===== config.mk =====
export PLATFORM = sky130hd
export DESIGN_NAME = program_loader_flat
export DESIGN_NICKNAME = d
export VERILOG_FILES = /design/src/rtl/processor_pkg.sv /design/src/rtl/program_loader_if.sv /design/src/rtl/program_loader.sv /design/src/flat_wrapper.sv
export SDC_FILE = /design/constraint.sdc
export NUM_CORES = 1
export LEC_CHECK = 0
export CELL_PAD_IN_SITES_DETAIL_PLACEMENT = 1
export CELL_PAD_IN_SITES_GLOBAL_PLACEMENT = 2
export CORE_MARGIN = 2
export CORE_UTILIZATION = 33
export CTS_CLUSTER_DIAMETER = 150
export DETAILED_ROUTE_END_ITERATION = 10
export GPL_ROUTABILITY_DRIVEN = 1
export PLACE_DENSITY_LB_ADDON = 0.1
export RECOVER_POWER = 50
export SYNTH_ARGS = -nofsm -noshare
export SYNTH_HDL_FRONTEND = slang
export SYNTH_SLANG_ARGS = --single-unit

===== constraint.sdc =====
create_clock -name i_clk -period 2.2 [get_ports i_clk]
set_clock_uncertainty 0.05 [all_clocks]
set_input_delay 0.55 -clock i_clk [delete_from_list [all_inputs] [get_ports i_clk]]
set_output_delay 0.55 -clock i_clk [all_outputs]
set_load 0.01 [all_outputs]

===== src/rtl/processor_pkg.sv =====
// Shared processor definitions: bus widths, opcode constants and the boot loader state encoding.
// No logic lives here; the loader and its interface import it.
package processor_pkg;

    localparam int ADDR_W = 16;
    localparam int DATA_W = 32;

    localparam logic [7:0] OP_NOP   = 8'h00;
    localparam logic [7:0] OP_LOAD  = 8'h58;
    localparam logic [7:0] OP_STORE = 8'h59;
    localparam logic [7:0] OP_JUMP  = 8'h60;
    localparam logic [7:0] OP_HALT  = 8'hFF;

    typedef enum logic [2:0] {
        LD_IDLE,
        LD_LEN_HI,
        LD_LEN_LO,
        LD_DATA,
        LD_WRITE,
        LD_CHECK,
        LD_DONE,
        LD_ERROR
    } loader_state_e;

endpackage


===== src/rtl/program_loader_if.sv =====
// Byte-stream input, RAM write port and status of the boot loader.
// The master modport is the stream source / system side, slave is the loader.
interface program_loader_if;
    import processor_pkg::*;

    logic              i_start;
    logic [7:0]        i_byte;
    logic              i_byte_valid;
    logic              o_byte_ready;
    logic [ADDR_W-1:0] o_ram_addr;
    logic [DATA_W-1:0] o_ram_data;
    logic              o_ram_set;
    logic              o_cpu_reset;
    logic              o_busy;
    logic              o_done;
    logic              o_error;

    modport master (
        output i_start, i_byte, i_byte_valid,
        input  o_byte_ready, o_ram_addr, o_ram_data, o_ram_set,
        input  o_cpu_reset, o_busy, o_done, o_error
    );

    modport slave (
        input  i_start, i_byte, i_byte_valid,
        output o_byte_ready, o_ram_addr, o_ram_data, o_ram_set,
        output o_cpu_reset, o_busy, o_done, o_error
    );

endinterface


===== src/rtl/program_loader.sv =====
// Boot loader: length-framed big-endian byte stream -> 32-bit RAM writes from address 0, XOR-checked.
// One WRITE cycle after every 4th byte (4 bytes / 5 cycles peak); bytes are held by the source while ready is low.
module program_loader
    import processor_pkg::*;
#(
    parameter int RAM_WORDS = 65536
) (
    input  logic           i_clk,
    input  logic           i_reset_n,
    program_loader_if.slave ld
);

    loader_state_e     state_q, state_d;
    logic [1:0]        byte_cnt_q, byte_cnt_d;
    logic [15:0]       word_cnt_q, word_cnt_d;
    logic [15:0]       len_q, len_d;
    logic [23:0]       shift_q, shift_d;
    logic [7:0]        csum_q, csum_d;
    logic [ADDR_W-1:0] ram_addr_q, ram_addr_d;
    logic [DATA_W-1:0] ram_data_q, ram_data_d;
    logic              ram_set_q, ram_set_d;
    logic              byte_ready_q, cpu_reset_q, busy_q, done_q, error_q;
    logic              xfer;
    logic [15:0]       len_rx;

    // Ready is a pure state decode, so a transfer never depends combinationally on valid->ready.
    assign xfer   = ld.i_byte_valid && byte_ready_q;
    assign len_rx = {len_q[15:8], ld.i_byte};

    always_comb begin
        state_d    = state_q;
        byte_cnt_d = byte_cnt_q;
        word_cnt_d = word_cnt_q;
        len_d      = len_q;
        shift_d    = shift_q;
        csum_d     = csum_q;
        ram_addr_d = ram_addr_q;
        ram_data_d = ram_data_q;
        ram_set_d  = 1'b0;

        case (state_q)
            LD_IDLE, LD_DONE, LD_ERROR: begin
                if (ld.i_start) begin
                    state_d    = LD_LEN_HI;
                    byte_cnt_d = '0;
                    word_cnt_d = '0;
                    csum_d     = '0;
                end
            end
            LD_LEN_HI: begin
                if (xfer) begin
                    len_d[15:8] = ld.i_byte;
                    state_d     = LD_LEN_LO;
                end
            end
            LD_LEN_LO: begin
                if (xfer) begin
                    len_d = len_rx;
                    if ({16'd0, len_rx} > 32'(RAM_WORDS)) begin
                        state_d = LD_ERROR;
                    end else if (len_rx == 16'd0) begin
                        state_d = LD_CHECK;
                    end else begin
                        state_d = LD_DATA;
                    end
                end
            end
            LD_DATA: begin
                if (xfer) begin
                    shift_d    = {shift_q[15:0], ld.i_byte};
                    csum_d     = csum_q ^ ld.i_byte;
                    byte_cnt_d = byte_cnt_q + 2'd1;
                    if (byte_cnt_q == 2'd3) begin
                        state_d    = LD_WRITE;
                        ram_set_d  = 1'b1;
                        ram_addr_d = word_cnt_q;
                        ram_data_d = {shift_q, ld.i_byte};
                    end
                end
            end
            LD_WRITE: begin
                word_cnt_d = word_cnt_q + 16'd1;
                if (({1'b0, word_cnt_q} + 17'd1) == {1'b0, len_q}) begin
                    state_d = LD_CHECK;
                end else begin
                    state_d = LD_DATA;
                end
            end
            LD_CHECK: begin
                if (xfer) begin
                    state_d = (ld.i_byte == csum_q) ? LD_DONE : LD_ERROR;
                end
            end
            default: state_d = LD_IDLE;
        endcase
    end

    always_ff @(posedge i_clk or negedge i_reset_n) begin
        if (!i_reset_n) begin
            state_q      <= LD_IDLE;
            byte_cnt_q   <= '0;
            word_cnt_q   <= '0;
            len_q        <= '0;
            shift_q      <= '0;
            csum_q       <= '0;
            ram_addr_q   <= '0;
            ram_data_q   <= '0;
            ram_set_q    <= 1'b0;
            byte_ready_q <= 1'b0;
            cpu_reset_q  <= 1'b1;
            busy_q       <= 1'b0;
            done_q       <= 1'b0;
            error_q      <= 1'b0;
        end else begin
            state_q      <= state_d;
            byte_cnt_q   <= byte_cnt_d;
            word_cnt_q   <= word_cnt_d;
            len_q        <= len_d;
            shift_q      <= shift_d;
            csum_q       <= csum_d;
            ram_addr_q   <= ram_addr_d;
            ram_data_q   <= ram_data_d;
            ram_set_q    <= ram_set_d;
            byte_ready_q <= (state_d == LD_LEN_HI) || (state_d == LD_LEN_LO) ||
                            (state_d == LD_DATA)   || (state_d == LD_CHECK);
            cpu_reset_q  <= (state_d != LD_DONE);
            busy_q       <= (state_d == LD_LEN_HI) || (state_d == LD_LEN_LO) ||
                            (state_d == LD_DATA)   || (state_d == LD_WRITE)  ||
                            (state_d == LD_CHECK);
            done_q       <= (state_d == LD_DONE);
            error_q      <= (state_d == LD_ERROR);
        end
    end

    assign ld.o_byte_ready = byte_ready_q;
    assign ld.o_ram_addr   = ram_addr_q;
    assign ld.o_ram_data   = ram_data_q;
    assign ld.o_ram_set    = ram_set_q;
    assign ld.o_cpu_reset  = cpu_reset_q;
    assign ld.o_busy       = busy_q;
    assign ld.o_done       = done_q;
    assign ld.o_error      = error_q;

endmodule

===== src/flat_wrapper.sv =====
// flat-port wrapper written by rule: the top's interface ports become plain ports
module program_loader_flat import processor_pkg::*;
#(
    parameter int RAM_WORDS = 65536
)
  (i_clk, i_reset_n, ld_i_start, ld_i_byte, ld_i_byte_valid, ld_o_byte_ready, ld_o_ram_addr, ld_o_ram_data, ld_o_ram_set, ld_o_cpu_reset, ld_o_busy, ld_o_done, ld_o_error);
  program_loader_if ld_i ();
  input  logic i_clk;
  input  logic i_reset_n;
  input wire logic [$bits(ld_i.i_start)-1:0] ld_i_start;
  input wire logic [$bits(ld_i.i_byte)-1:0] ld_i_byte;
  input wire logic [$bits(ld_i.i_byte_valid)-1:0] ld_i_byte_valid;
  output wire logic [$bits(ld_i.o_byte_ready)-1:0] ld_o_byte_ready;
  output wire logic [$bits(ld_i.o_ram_addr)-1:0] ld_o_ram_addr;
  output wire logic [$bits(ld_i.o_ram_data)-1:0] ld_o_ram_data;
  output wire logic [$bits(ld_i.o_ram_set)-1:0] ld_o_ram_set;
  output wire logic [$bits(ld_i.o_cpu_reset)-1:0] ld_o_cpu_reset;
  output wire logic [$bits(ld_i.o_busy)-1:0] ld_o_busy;
  output wire logic [$bits(ld_i.o_done)-1:0] ld_o_done;
  output wire logic [$bits(ld_i.o_error)-1:0] ld_o_error;
  assign ld_i.i_start = ld_i_start;
  assign ld_i.i_byte = ld_i_byte;
  assign ld_i.i_byte_valid = ld_i_byte_valid;
  assign ld_o_byte_ready = ld_i.o_byte_ready;
  assign ld_o_ram_addr = ld_i.o_ram_addr;
  assign ld_o_ram_data = ld_i.o_ram_data;
  assign ld_o_ram_set = ld_i.o_ram_set;
  assign ld_o_cpu_reset = ld_i.o_cpu_reset;
  assign ld_o_busy = ld_i.o_busy;
  assign ld_o_done = ld_i.o_done;
  assign ld_o_error = ld_i.o_error;
  program_loader #(.RAM_WORDS(RAM_WORDS)) u_core (.i_clk(i_clk), .i_reset_n(i_reset_n), .ld(ld_i));
endmodule

# Yosys cells after proc, flatten, opt, wreduce, memory -nomap -nowiden
# Index checks and enable logic that the tools add are counted.
# word_totals
out_inout_bits	54
inputBits	12
reg_bits	123
word_cells	80
# classes
n_reduce_logical	17
n_mux	23
addsub	3
n_eq_ne	20
bitwise	2
# op_table
operator	n
16-bit one-hot mux with 2 select lines	1
8-bit one-hot mux with 2 select lines	2
3-bit equality test (second input constant)	8
3-bit 2-to-1 mux	8
8-bit 2-to-1 mux	3
3-bit one-hot mux with 6 select lines	1
16-bit by 1-bit adder with 17-bit output (second input constant)	1
17-bit by 16-bit equality test with 1-bit output	1
16-bit by 1-bit adder with 16-bit output (second input constant)	1
16-bit logical NOT	1
16-bit 2-to-1 mux	1
3-bit by 2-bit equality test with 1-bit output (second input constant)	4
3-bit AND reduction	3
8-bit equality test	1
8-bit XOR	1
3-bit by 1-bit equality test with 1-bit output (second input constant)	2
2-bit AND reduction	3
1-bit logical OR	5
1-bit 2-to-1 mux	4
2-bit 2-to-1 mux	2
2-bit one-hot mux with 2 select lines	1
2-bit nonzero test	2
3-bit logical NOT	1
3-bit inequality test (second input constant)	1
other kinds (7)	7

# Depth between registers and ports, before layout
# depth
depth_word	9
mapped_depth	9
mapped_depth_nobuf	8

# Least setup slack after synthesis
# OpenSTA, ideal clock, no wires.
# synth_path
kind	input to register
startpoint	input ld_i_byte_valid
endpoint	register u_core.ram_data_q[18] (netlist: u_core.ld.o_ram_data[18])
t_required_ns	2.025
arrival_time_ns	1.933
path_stages	8
setup_time_ns	0.125
n_path_buf	4
slack_ns	0.093
path_cell_list	and2_1 > clkbuf_1 > and3_1 > buf_2 > nand2_1 > buf_2 > buf_4 > mux2_2
# synth_via
elab_chain_cells	2
# synth_rtl
item	line_no	text
start: declaration	flat_wrapper.sv:12	input wire logic [$bits(ld_i.i_byte_valid)-1:0] ld_i_byte_valid;
1-bit logical AND	program_loader.sv:27	assign xfer = ld.i_byte_valid && byte_ready_q;
3-bit AND reduction (no source line)	-	
end signal: assignment	program_loader.sv:122	ram_data_q <= ram_data_d;
end: declaration	program_loader.sv:20	logic [DATA_W-1:0] ram_data_q, ram_data_d;
# No other way between the ends.
# A chain may end at the register's enable or synchronous reset.

# Worst setup path after layout
# layout_path
startpoint	register u_core.word_cnt_q[2]
endpoint	register u_core.state_q[2]
# layout_via
elab_chain_cells	4
# layout_rtl
item	line_no	text
start: declaration	program_loader.sv:15	logic [15:0] word_cnt_q, word_cnt_d;
start signal: assignment	program_loader.sv:117	word_cnt_q <= word_cnt_d;
16-bit by 1-bit adder with 17-bit output	program_loader.sv:83	if (({1'b0, word_cnt_q} + 17'd1) == {1'b0, len_q}) begin
17-bit by 16-bit equality test with 1-bit output	program_loader.sv:83	
3-bit 2-to-1 mux	program_loader.sv:83	
3-bit one-hot mux with 6 select lines	program_loader.sv:41	case (state_q)
net u_core.state_d[2]	program_loader.sv:13	loader_state_e state_q, state_d;
end signal: assignment	program_loader.sv:115	state_q <= state_d;
end: declaration	program_loader.sv:13	
# The timed path passes the listed nets, and every way through them passes these cells.

==> results.yml <==
place:
  gp_congestion: 0.813
  place_hpwl_um: 11000
  io_buffers: 65
drt:
  avgRoutedWirePerCell_um: 17.2
  drtAntennaViolNets: 0
  num_vias: 4351
  dr_wl_met2_um: 6990
  m1WireLength_um: 7640
  via_per_inst: 4.91
  drc: 0
  wl_um: 15300
  first_iter_violations: 158
  firstDrtPassIters: 4
  met3_length_um: 419
  routed.top_layer: "met4"
final_layout:
  antenna_cells: 0
  layout-drive-gt1-share_pct: 27.0
  syn_to_final_growth_pct: 36.7
  nets: 667
yosys:
  syn_area_per_cell_um2: 10.7
  syn_inst: 523
  synth-seq-area-share_pct: 55.1
  synth_flop_cell: "dfrtp_1"
  synth-async-reset-ratio_pct: 100
  synth_edf_count: 0
  synth.ff_latch_count: 123
  netlist_area_mm2: 0.00559
  synthDistinctLibCells: 46
  synth_nets: 537
  yosys_warnings: 0
sta:
  rsz0062_at_grt: "true"
  tightest_slew_ns: 1.04
  max-slew-margin-rel_pct: 30.6
  final-hold-violation-count: 0
  drv_slew: 0
  final-setup-viol-count: 0
  fmax_mhz: 471
  setup_tns_ns: 0
  fin_crit_sh_pct: 96.6
  finalCriticalPeriod_ns: 2.12
status:
  status: "finished, final reports clean"
worst_hold_path:
  hold_path_class: "input pin to asynchronous set/reset pin"
grt:
  grt_start_max_net_pins: 44
  grt_pass1_vias: 4711
  overflow: 0
  grt_pass1_wl_um: 25700
  grt_use_total_pct: 18.4
  antenna_found_initial: 0
floorplanning:
  core_mm2: 0.0166
  dieArea_mm2: 0.0180
  fp.dieH_um: 134
  rows: 47
  start_util_pct: 33.7
  ioPinCount: 66
  die_x_um: 134
worst_setup_path:
  cp-start-kind: "register"
  crit_arrival_ns: 2.44
  path_class: "register to register"
  worst-path-max-fanout: 5
  crit_slowest_cell: "or3_1"
  max_stage_delay_ns: 0.45
  crit_required_ns: 2.51
  end_kind: "register"
  path_cells: "buf_4 -> nand3_1 -> or3_1 -> o22ai_1 -> o211a_1 -> o2111a_1 -> a21o_1"
cts:
  cts_hold_buf: 0
  worstSkewPairLatency_ns: 0.42
  cts_inserted_buffers: 17
  ctsLongestPathBuffers: 2
  cts_tree: "done"
  htree_levels: 4
  cts_sinks: 123
  clkTransAtPathRegs_ns: 0.06
  cts-root-buf: "clkbuf_16"
pwr:
  cellLeakagePower_nw: 3.55
  power.density_mw_per_mm2: 1230
  power_w: 0.00938
  ir_drop_v: 0.000599
flow_run:
  max-cap-violations: 0
-- path summary, 6_finish.rpt --
path	start	to	slack (ns)	cells after the start
worst max-delay path	u_core.word_cnt_q[2]	u_core.state_q[2]	0.08	7
worst min-delay path	i_reset_n	u_core.ld.o_ram_addr[10]	0.19	1
worst max register to register	u_core.word_cnt_q[2]	u_core.state_q[2]	0.08	7
worst min register to register	u_core.shift_q[17]	u_core.shift_q[17]	0.42	2
max in group asynchronous	i_reset_n	u_core.ld.o_ram_data[24]	0.38	2
min in group i_clk	u_core.shift_q[17]	u_core.shift_q[17]	0.42	2
-- stage by stage --
step / cells / worst slack [ns] / utilization [%] / cell area, µm² / hold WS, ns
2_1_floorplan: 523 / 0.0926 / - / 5590 / 0.204
3_3_place_gp: 853 / -0.191 / 42.5 / 7040 / 0.409
4_1_cts: 886 / 0.0101 / 46.3 / 7680 / 0.0410
3_5_place_dp: 853 / -0.199 / 42.5 / 7040 / 0.409
5_1_grt: 886 / -0.0794 / 46.1 / 7640 / 0.236
6_report: 886 / 0.0751 / 46.1 / 7640 / 0.187
-- power by group --
part           internal, W  switching [W]
clock network      0.00181        0.00112
logic              0.00151        0.00126
registers          0.00303       0.000655
total              0.00634        0.00304
-- state kept, by name, indices dropped and copies added, names as in the netlist, 2 cells and up --
register,count
u_core.word_cnt_q,16
u_core.csum_q,8
u_core.state_q,3
u_core.shift_q,24
u_core.ld.o_ram_data,32
u_core.len_q,16
u_core.ld.o_ram_addr,16
u_core.byte_cnt_q,2
-- routing by layer --
layer	up-vias	GRT usage, %
met5	-	0
met4	0	6.26
met3	18	3.93
met2	70	28.0
met1	2178	26.2
li1	2085	-
-- final cells by class --
| class | instances | area [µm²] |
|---|---|---|
| inverter | 3 | 11.3 |
| sequential | 123 | 3080 |
| fill | 1795 | 8950 |
| clock buffer | 18 | 429 |
| multi-input combinational | 369 | 2410 |
| timing repair buffer | 139 | 1250 |
| clock inverter | 14 | 185 |
| tap | 220 | 275 |
-- synthesized netlist by cell type, types with 7 or more instances --
master    number  area [µm²]
clkbuf_1      12        45.0
nand3_1       13        65.1
nor4_1         8        50.1
o31ai_1        7        52.6
xor2_1        14         123
a21oi_1       13        65.1
nor2_1        28         105
dfrtp_1      122        3050
mux2_2        64         721
o21ai_0       44         220
xnor2_1       11        96.3
buf_2         13        65.1
nand2_1      102         383
-- cell usage in the layout (no fill, tap or decap), types with 7 or more instances in the layout --
cell	Yosys	layout
o21ai_0	44	43
nor2_1	28	27
xnor2_1	11	11
a21oi_1	13	13
mux2_2	64	64
dfrtp_1	122	122
clkbuf_16	0	17
clkdlybuf4s50_1	0	64
buf_4	2	60
nand3_1	13	13
o31ai_1	7	7
xor2_1	14	14
nand2_1	102	101
-- worst max-delay path, delay by kind of cell (launching register included) --
kind / cells / cell delay [ns]
DFF: 1 / 0.43
buffers and inverters: 1 / 0.15
AOI/OAI and AO/OA: 4 / 0.81
and+or+nand+nor: 2 / 0.63
-- cells by family (layout without fill, tap and decap cells) --
logic type / Yosys count / in the layout / share of synthesized area, %
buf+inv: 31 / 174 / 2.53
mux: 64 / 64 / 12.9
simple gates: 185 / 185 / 14.8
compound gates: 91 / 91 / 9.76
flops: 123 / 123 / 55.1
xor+xnor: 27 / 27 / 4.50
fa+ha+maj: 2 / 2 / 0.448
-- what timing repair did --
item / 4_1_cts / 5_1_grt
pin swaps: 2 / 5
gates resized for setup: 4 / 7
buffers inserted: 1 / 0
endpoints found under the setup margin: 2 / 5
endpoints found under the hold margin: 0 / 0
No activity file was read; power rests on OpenSTA's default activity.
